===== config.mk =====
export PLATFORM = sky130hd
export DESIGN_NAME = xalu_ise_issue
export DESIGN_NICKNAME = d
export VERILOG_FILES = /design/src/rtl/xalu_ise_pkg.sv /design/src/rtl/xalu_ise_tmo.sv /design/src/rtl/xalu_ise_issue.sv
export SDC_FILE = /design/constraint.sdc
export NUM_CORES = 1
export LEC_CHECK = 0
export CAP_MARGIN = 20
export CORE_AREA = 2 2 166 168
export DETAILED_ROUTE_END_ITERATION = 12
export DIE_AREA = 0 0 168 170
export SETUP_SLACK_MARGIN = 0.5
export SLEW_MARGIN = 10
export SYNTH_ARGS = -nofsm -noshare
export SYNTH_HDL_FRONTEND = slang
export SYNTH_SLANG_ARGS = --single-unit

===== constraint.sdc =====
create_clock -name ise_clk -period 3 [get_ports ise_clk]
set_clock_uncertainty 0.05 [all_clocks]
set_input_delay 0.6 -clock ise_clk [delete_from_list [all_inputs] [get_ports ise_clk]]
set_output_delay 0.6 -clock ise_clk [all_outputs]
set_load 0.1 [all_outputs]

===== src/rtl/xalu_ise_pkg.sv =====
// Shared types and constants for the custom-instruction ALU issue port.
// Imported by the issue controller, its timeout counter and the bench.
package xalu_ise_pkg;

    localparam logic [1:0] ST_IDLE = 2'b00;
    localparam logic [1:0] ST_BUSY = 2'b01;
    localparam logic [1:0] ST_RESP = 2'b10;

    typedef enum logic [1:0] {
        IDLE = ST_IDLE,
        BUSY = ST_BUSY,
        RESP = ST_RESP
    } ise_state_e;

    localparam logic [1:0] CUSTOM_0 = 2'b00;
    localparam logic [1:0] CUSTOM_1 = 2'b01;
    localparam logic [1:0] CUSTOM_2 = 2'b10;
    localparam logic [1:0] CUSTOM_3 = 2'b11;

    localparam logic [3:0] FN_CSIDH_ANDADD = 4'b0111;
    localparam logic [3:0] FN_CSIDH_SUB    = 4'b0011;

    // The ALU function code carries the custom-N index in its low bits.
    function automatic logic [5:0] ise_fn_encode(input logic [1:0] opcode);
        return {4'b0000, opcode};
    endfunction

endpackage


===== src/rtl/xalu_ise_tmo.sv =====
// Saturating 8-bit BUSY-cycle counter; hit_o flags the last permitted
// cycle before an unanswered request is declared illegal.
module xalu_ise_tmo #(
    parameter int unsigned TIMEOUT = 4
) (
    input  logic clk_i,
    input  logic rst_i,
    input  logic clr_i,
    input  logic en_i,
    output logic hit_o
);

    localparam logic [7:0] HIT_VAL = 8'(TIMEOUT - 1);

    logic [7:0] cnt_q;
    logic [7:0] cnt_d;

    always_comb begin
        cnt_d = cnt_q;
        if (clr_i) begin
            cnt_d = '0;
        end else if (en_i && (cnt_q != '1)) begin
            cnt_d = cnt_q + 8'd1;
        end
    end

    always_ff @(posedge clk_i) begin
        if (rst_i) begin
            cnt_q <= '0;
        end else begin
            cnt_q <= cnt_d;
        end
    end

    assign hit_o = (cnt_q == HIT_VAL);

endmodule


===== src/rtl/xalu_ise_issue.sv =====
// Issue/collect controller: one custom instruction in flight, request bus held
// until the ALU answers or the timeout expires, result handed to writeback.
module xalu_ise_issue
    import xalu_ise_pkg::*;
#(
    parameter int unsigned XLEN    = 64,
    parameter int unsigned TAG_W   = 5,
    parameter int unsigned TIMEOUT = 4
) (
    input  logic             ise_clk,
    input  logic             ise_rst,
    input  logic             req_valid,
    output logic             req_ready,
    input  logic [1:0]       req_opcode,
    input  logic [6:0]       req_funct7,
    input  logic [XLEN-1:0]  req_rs1,
    input  logic [XLEN-1:0]  req_rs2,
    input  logic [TAG_W-1:0] req_rd,
    output logic [5:0]       ise_fn,
    output logic [6:0]       ise_imm,
    output logic [XLEN-1:0]  ise_in1,
    output logic [XLEN-1:0]  ise_in2,
    output logic             ise_val,
    input  logic             ise_oval,
    input  logic [XLEN-1:0]  ise_out,
    output logic             rsp_valid,
    input  logic             rsp_ready,
    output logic [TAG_W-1:0] rsp_rd,
    output logic [XLEN-1:0]  rsp_data,
    output logic             rsp_illegal
);

    ise_state_e state_q;
    ise_state_e state_d;

    logic [1:0]       opcode_q;
    logic [6:0]       funct7_q;
    logic [XLEN-1:0]  in1_q;
    logic [XLEN-1:0]  in2_q;
    logic [TAG_W-1:0] rd_q;

    logic [XLEN-1:0]  rsp_data_q;
    logic [XLEN-1:0]  rsp_data_d;
    logic             rsp_ill_q;
    logic             rsp_ill_d;
    logic [TAG_W-1:0] rsp_rd_q;
    logic [TAG_W-1:0] rsp_rd_d;

    logic busy;
    logic resp;
    logic accept;
    logic tmo_hit;

    assign busy = (state_q == BUSY);
    assign resp = (state_q == RESP);

    // A response hand-off frees the slot in the same cycle, enabling back-to-back issue.
    assign req_ready = !ise_rst && ((state_q == IDLE) || (resp && rsp_ready));
    assign accept    = req_valid && req_ready;

    xalu_ise_tmo #(
        .TIMEOUT (TIMEOUT)
    ) u_tmo (
        .clk_i (ise_clk),
        .rst_i (ise_rst),
        .clr_i (accept),
        .en_i  (busy && !ise_oval),
        .hit_o (tmo_hit)
    );

    always_comb begin
        state_d    = state_q;
        rsp_data_d = rsp_data_q;
        rsp_ill_d  = rsp_ill_q;
        rsp_rd_d   = rsp_rd_q;
        case (state_q)
            IDLE: begin
                if (accept) begin
                    state_d = BUSY;
                end
            end
            BUSY: begin
                if (ise_oval) begin
                    state_d    = RESP;
                    rsp_data_d = ise_out;
                    rsp_ill_d  = 1'b0;
                    rsp_rd_d   = rd_q;
                end else if (tmo_hit) begin
                    state_d    = RESP;
                    rsp_data_d = '0;
                    rsp_ill_d  = 1'b1;
                    rsp_rd_d   = rd_q;
                end
            end
            RESP: begin
                if (rsp_ready) begin
                    state_d = accept ? BUSY : IDLE;
                end
            end
            default: begin
                state_d = IDLE;
            end
        endcase
    end

    always_ff @(posedge ise_clk) begin
        if (ise_rst) begin
            state_q    <= IDLE;
            rsp_data_q <= '0;
            rsp_ill_q  <= 1'b0;
            rsp_rd_q   <= '0;
        end else begin
            state_q    <= state_d;
            rsp_data_q <= rsp_data_d;
            rsp_ill_q  <= rsp_ill_d;
            rsp_rd_q   <= rsp_rd_d;
        end
    end

    // Request bus registers change only on an accepted request.
    always_ff @(posedge ise_clk) begin
        if (ise_rst) begin
            opcode_q <= '0;
            funct7_q <= '0;
            in1_q    <= '0;
            in2_q    <= '0;
            rd_q     <= '0;
        end else if (accept) begin
            opcode_q <= req_opcode;
            funct7_q <= req_funct7;
            in1_q    <= req_rs1;
            in2_q    <= req_rs2;
            rd_q     <= req_rd;
        end
    end

    assign ise_fn      = ise_fn_encode(opcode_q);
    assign ise_imm     = funct7_q;
    assign ise_in1     = in1_q;
    assign ise_in2     = in2_q;
    assign ise_val     = busy;

    assign rsp_valid   = resp;
    assign rsp_rd      = rsp_rd_q;
    assign rsp_data    = rsp_data_q;
    assign rsp_illegal = rsp_ill_q;

endmodule


-- Yosys cells after proc, flatten, opt, wreduce, memory -nomap -nowiden
Index checks and enable logic that the tools add are counted.
- input port bits: 211
- register bits: 222
- word-level logic and storage cells: 43
- output and inout port bits: 214
- equality and inequality tests: 7
- add/sub/neg operators: 1
- multiplexer cells: 12
- reduce and logical (&&, ||, !) cells: 13
- operator list (kind ; number):
    $mux 64 ; 2
    $mux 5 ; 2
    $add 8x1->8 const B ; 1
    $eq 8x2->1 const B ; 1
    $mux 2 ; 4
    $ne 8x8->1 const B ; 1
    $pmux 2 s3 ; 1
    $logic_and 1x1->1 ; 5
    $ne 2x2->1 const B ; 2
    $mux 1 ; 3
    $ne 3x2->1 const B ; 1
    $reduce_and 3->1 ; 1
    $eq 2x1->1 const B ; 1
    $eq 2x2->1 const B ; 1
    $logic_not 1->1 ; 2
    $logic_not 2->1 ; 1
    $reduce_and 2->1 ; 1
    $reduce_bool 2->1 ; 1
    $reduce_or 2->1 ; 1
    $logic_or 1x1->1 ; 1

-- Longest topological paths before layout
- word-level depth: 8
- mapped depth: 8
- mapped depth without buffers: 5

-- Cells and area by module
Synthesis repeated with hierarchy kept, for this count alone.
- cells, all modules: 849
- area, all modules: 9141.3 um^2
- by module, submodules not included (module ; cells an instance ; area an instance (um^2) ; seq. area each (um^2) ; times used):
    xalu_ise_issue ; 801 ; 8714.6 ; 4284.1 ; 1
    xalu_ise_tmo ; 48 ; 426.7 ; 160.2 ; 1

-- Worst setup path after synthesis
OpenSTA, ideal clock, no wires.
- kind: reg-to-output
- start: register state_q[1]
- end: output port rsp_valid
- required time: 2350 ps
- arrival time: 1792 ps
- buffers on the path: 0
- path slack: 558 ps
- stages on the path, launching flop included: 2
- cells stage by stage: dfxtp_1 nor2b_1
- cells in the longest elaborated chain, start to end: 1
- ends and longest elaborated chain (what ; line ; text):
    start, declared ; xalu_ise_issue.sv:33 ; ise_state_e state_q;
    start signal, assigned ; xalu_ise_issue.sv:113 ; state_q <= state_d;
    $eq 2x2->1 ; xalu_ise_issue.sv:55 ; assign resp = (state_q == RESP);
    end, declared ; xalu_ise_issue.sv:26 ; output logic rsp_valid,
Every way passes these cells.

-- Worst setup path in the final report
- start: register state_q[0]
- end: output port ise_val
- cells in the longest elaborated chain, start to end: 1
- ends and longest elaborated chain (what ; line ; text):
    $eq 2x1->1 ; xalu_ise_issue.sv:54 ; assign busy = (state_q == BUSY);
    end, declared ; xalu_ise_issue.sv:23 ; output logic ise_val,
Every way passes these cells.

==> impl_results.md <==
* Status: complete, no violations
* Layout cells sized above 1 at 0.2175
* Most frequent cells in the layout: nand2_1, dfxtp_1, buf_4, clkdlybuf4s50_1, a21oi_1
* Number of global-route vias before repair at 7064
* Clock period minus worst slack at 2353 ps
* Num rows at 60
* Final Hold Vio Count at 0
* Worst Tran Pin Value at 731.4 ps
* Clock root cell: clkbuf_16
* Core ar. at 0.02665 sq mm
* Initial antenna violation count at 2
* Main synth FF type: dfxtp_1
* Syn Std Cell Area at 0.007575 sq mm
* Nets at 1463
* #FFs+latches synth at 222
* GRT Total Usage at 0.1683
* Sequential share of the synthesized area at 0.5867
* Slew Limit Fails at 0
* Clock Path Buffers at 3
* CTS tree: yes
* Worst path top cell family by delay: buffers and inverters
* Setup violators final at 0
* Routed len/inst at 16.01 um
* Drt initial violations at 346
* Pwr Density at 655.2 mW/mm^2
* Buf/Inv on CP at 3
* Total Neg Setup Slack at 0 ps
* Syn. warnings at 0
* Num ports at 425
* Critical Path Sink Type: output port
* Synth Area per Inst at 8.901 sq um
* Die H at 170 um
* Die ar. at 0.02856 sq mm
* Routability Congestion at 0.7877
* Combinational power share at 0.221
* Kind of critical path: reg2out
* Largest net degree at the start of global routing at 141
* Worst reg2reg path depth at 6
* Post-synth ARST share at 0
* Hold buffer count at cts at 0
* Grt total ovfl at 0
* RSZ-0062 raised after global routing: false
* H-tree levels at 1
* TritonCTS buffer count at 26
* HPWL after DPL at 18.29 mm
* Crit-path slowest cell: dfxtp_1
* Worst Path Required at 2350 ps
* Synth area leaders: dfxtp_1, nand2_1, a21oi_1, a22o_1, clkbuf_1
* Synth Instances at 851
* Vias at 7371
* Clk_lat worst skew at 530 ps
* Maximum vdd ir drop at 0.0003820 V
* IO buf count at 420
* Worst-path clk slew at 60 ps
* Sw frac at 0.3171
* FMAX at 0.4251 GHz
* Sequential share of power at 0.384
* Post-route clock period utilization at 0.7842
* # DRC at 0
* CP peak stage delay at 370 ps
* Post-route antenna net violation count at 0
* First-pass GRT wire length at 38.58 mm
* Slew margin rel. at 0.5124
* Starting Density at 0.2842
* Commonest non-fill, non-tap cell in the layout: nand2_1
* Post-synth EDFFs at 0
* Crit path depth at 4
* Worst setup SP type: flop
* Hold Crit Depth at 2
* Hold WC Path Type: in2reg
* CP arrival at 1700 ps
* Synth area leader: dfxtp_1
* Clock network power share at 0.394
* Crit-path max FO at 10
* Pre-antenna DRT Iters at 4
* Clk sink count at 222
* Top cell type's share of synthesized area at 0.5867
* Leak at 0.005090 uW
* Area Growth Syn to Fin at 65.21%
* Library cells used by synthesis at 39
* Sw Pwr at 2600 uW
* Worst hold slack at 355.7 ps
* Die W at 168 um
* WL final at 25.80 mm
* Tot Pwr at 8200 uW
* Internal at 5600 uW
* Max_cap viols at 0
* Vias per cell at 4.575
* Crit path cell chain: inv_1 > nor2_2 > buf_4 > buf_12
[registers in the layout, summed over array words and instances, names as in the netlist]
register,count
ise_in1,64
ise_in2,64
rsp_data,64
u_tmo.cnt_q,8
ise_imm,7
rd_q,5
rsp_rd,5
opcode_q,2
state_q,2
rsp_illegal,1
[final timing paths]
path	from	endpoint	slack (ps)
max	state_q[0]	ise_val	650
min	ise_rst	ise_in2[62]	360
max reg2reg	u_tmo.cnt_q[0]	rsp_data[11]	780
min reg2reg	ise_in1[14]	ise_in1[14]	400
[area by class of cell]
class                           instances  area, sq um
Antenna cell                            1        2.502
Clock buffer                           34        700.7
Clock inverter                         12        177.7
Fill cell                            2609        14140
Inverter                                5        18.77
Multi-Input combinational cell        560         2835
Sequential cell                       222         4444
Tap cell                              341        426.7
Timing Repair Buffer                  436         3909
[per-layer routing]
layer / up-vias / wire length [um] / GRT usage
met5: - / 16 / 0
met4: 2 / 624 / 0.05180
met3: 43 / 2597 / 0.06302
met2: 310 / 12180 / 0.2853
met1: 3355 / 10380 / 0.1980
li1: 3661 / - / -
[power by group through the flow]
stage	sequential (uW)	clock, uW	combinational, uW
detailed placement	3210	0	1820
floorplan	4100	0	333
finish	3150	3230	1820
CTS	3150	3340	1830
global placement	3210	0	1820
global route	3170	3460	1890
[cell usage after synthesis (3+ instances only)]
cell	n
buf_4	4
buf_1	5
a22o_1	64
inv_1	5
nand3_1	9
clkbuf_1	42
a21oi_1	153
buf_2	10
buf_6	6
a21bo_1	3
or3_1	3
dfxtp_1	222
nand2_1	286
nor2_1	5
o21ai_0	3
[stage by stage]
stage                     std cells  setup slack [ps]  cell area, sq um    util
final                          1611             647.4             12510  0.4696
after global routing           1611             501.7             12510  0.4696
after CTS                      1610             610.3             12510  0.4695
after detailed placement       1564             551.4             11630  0.4364
after global placement         1564             583.3             11630  0.4364
after floorplan                 854             557.7              7586       -
[what timing repair did]
action / 4_1_cts / 5_1_grt
resized for setup: 1 / 0
setup buffers: 0 / 0
setup endpoints to repair: 1 / 0
[logic make-up after synthesis]
logic type               Yosys count  share of synthesized area
adder cells (fa/ha/maj)            1                   0.001652
XOR/XNOR                           1                   0.001156
AO/OA/AOI/OAI                    235                     0.1962
multiplexers                       1                   0.001321
flip-flops                       222                     0.5867
buffers and inverters             72                    0.04526
other                              1                  0.0004951
AND/OR/NAND/NOR                  318                     0.1672
No activity file was read; power rests on OpenSTA's default activity.
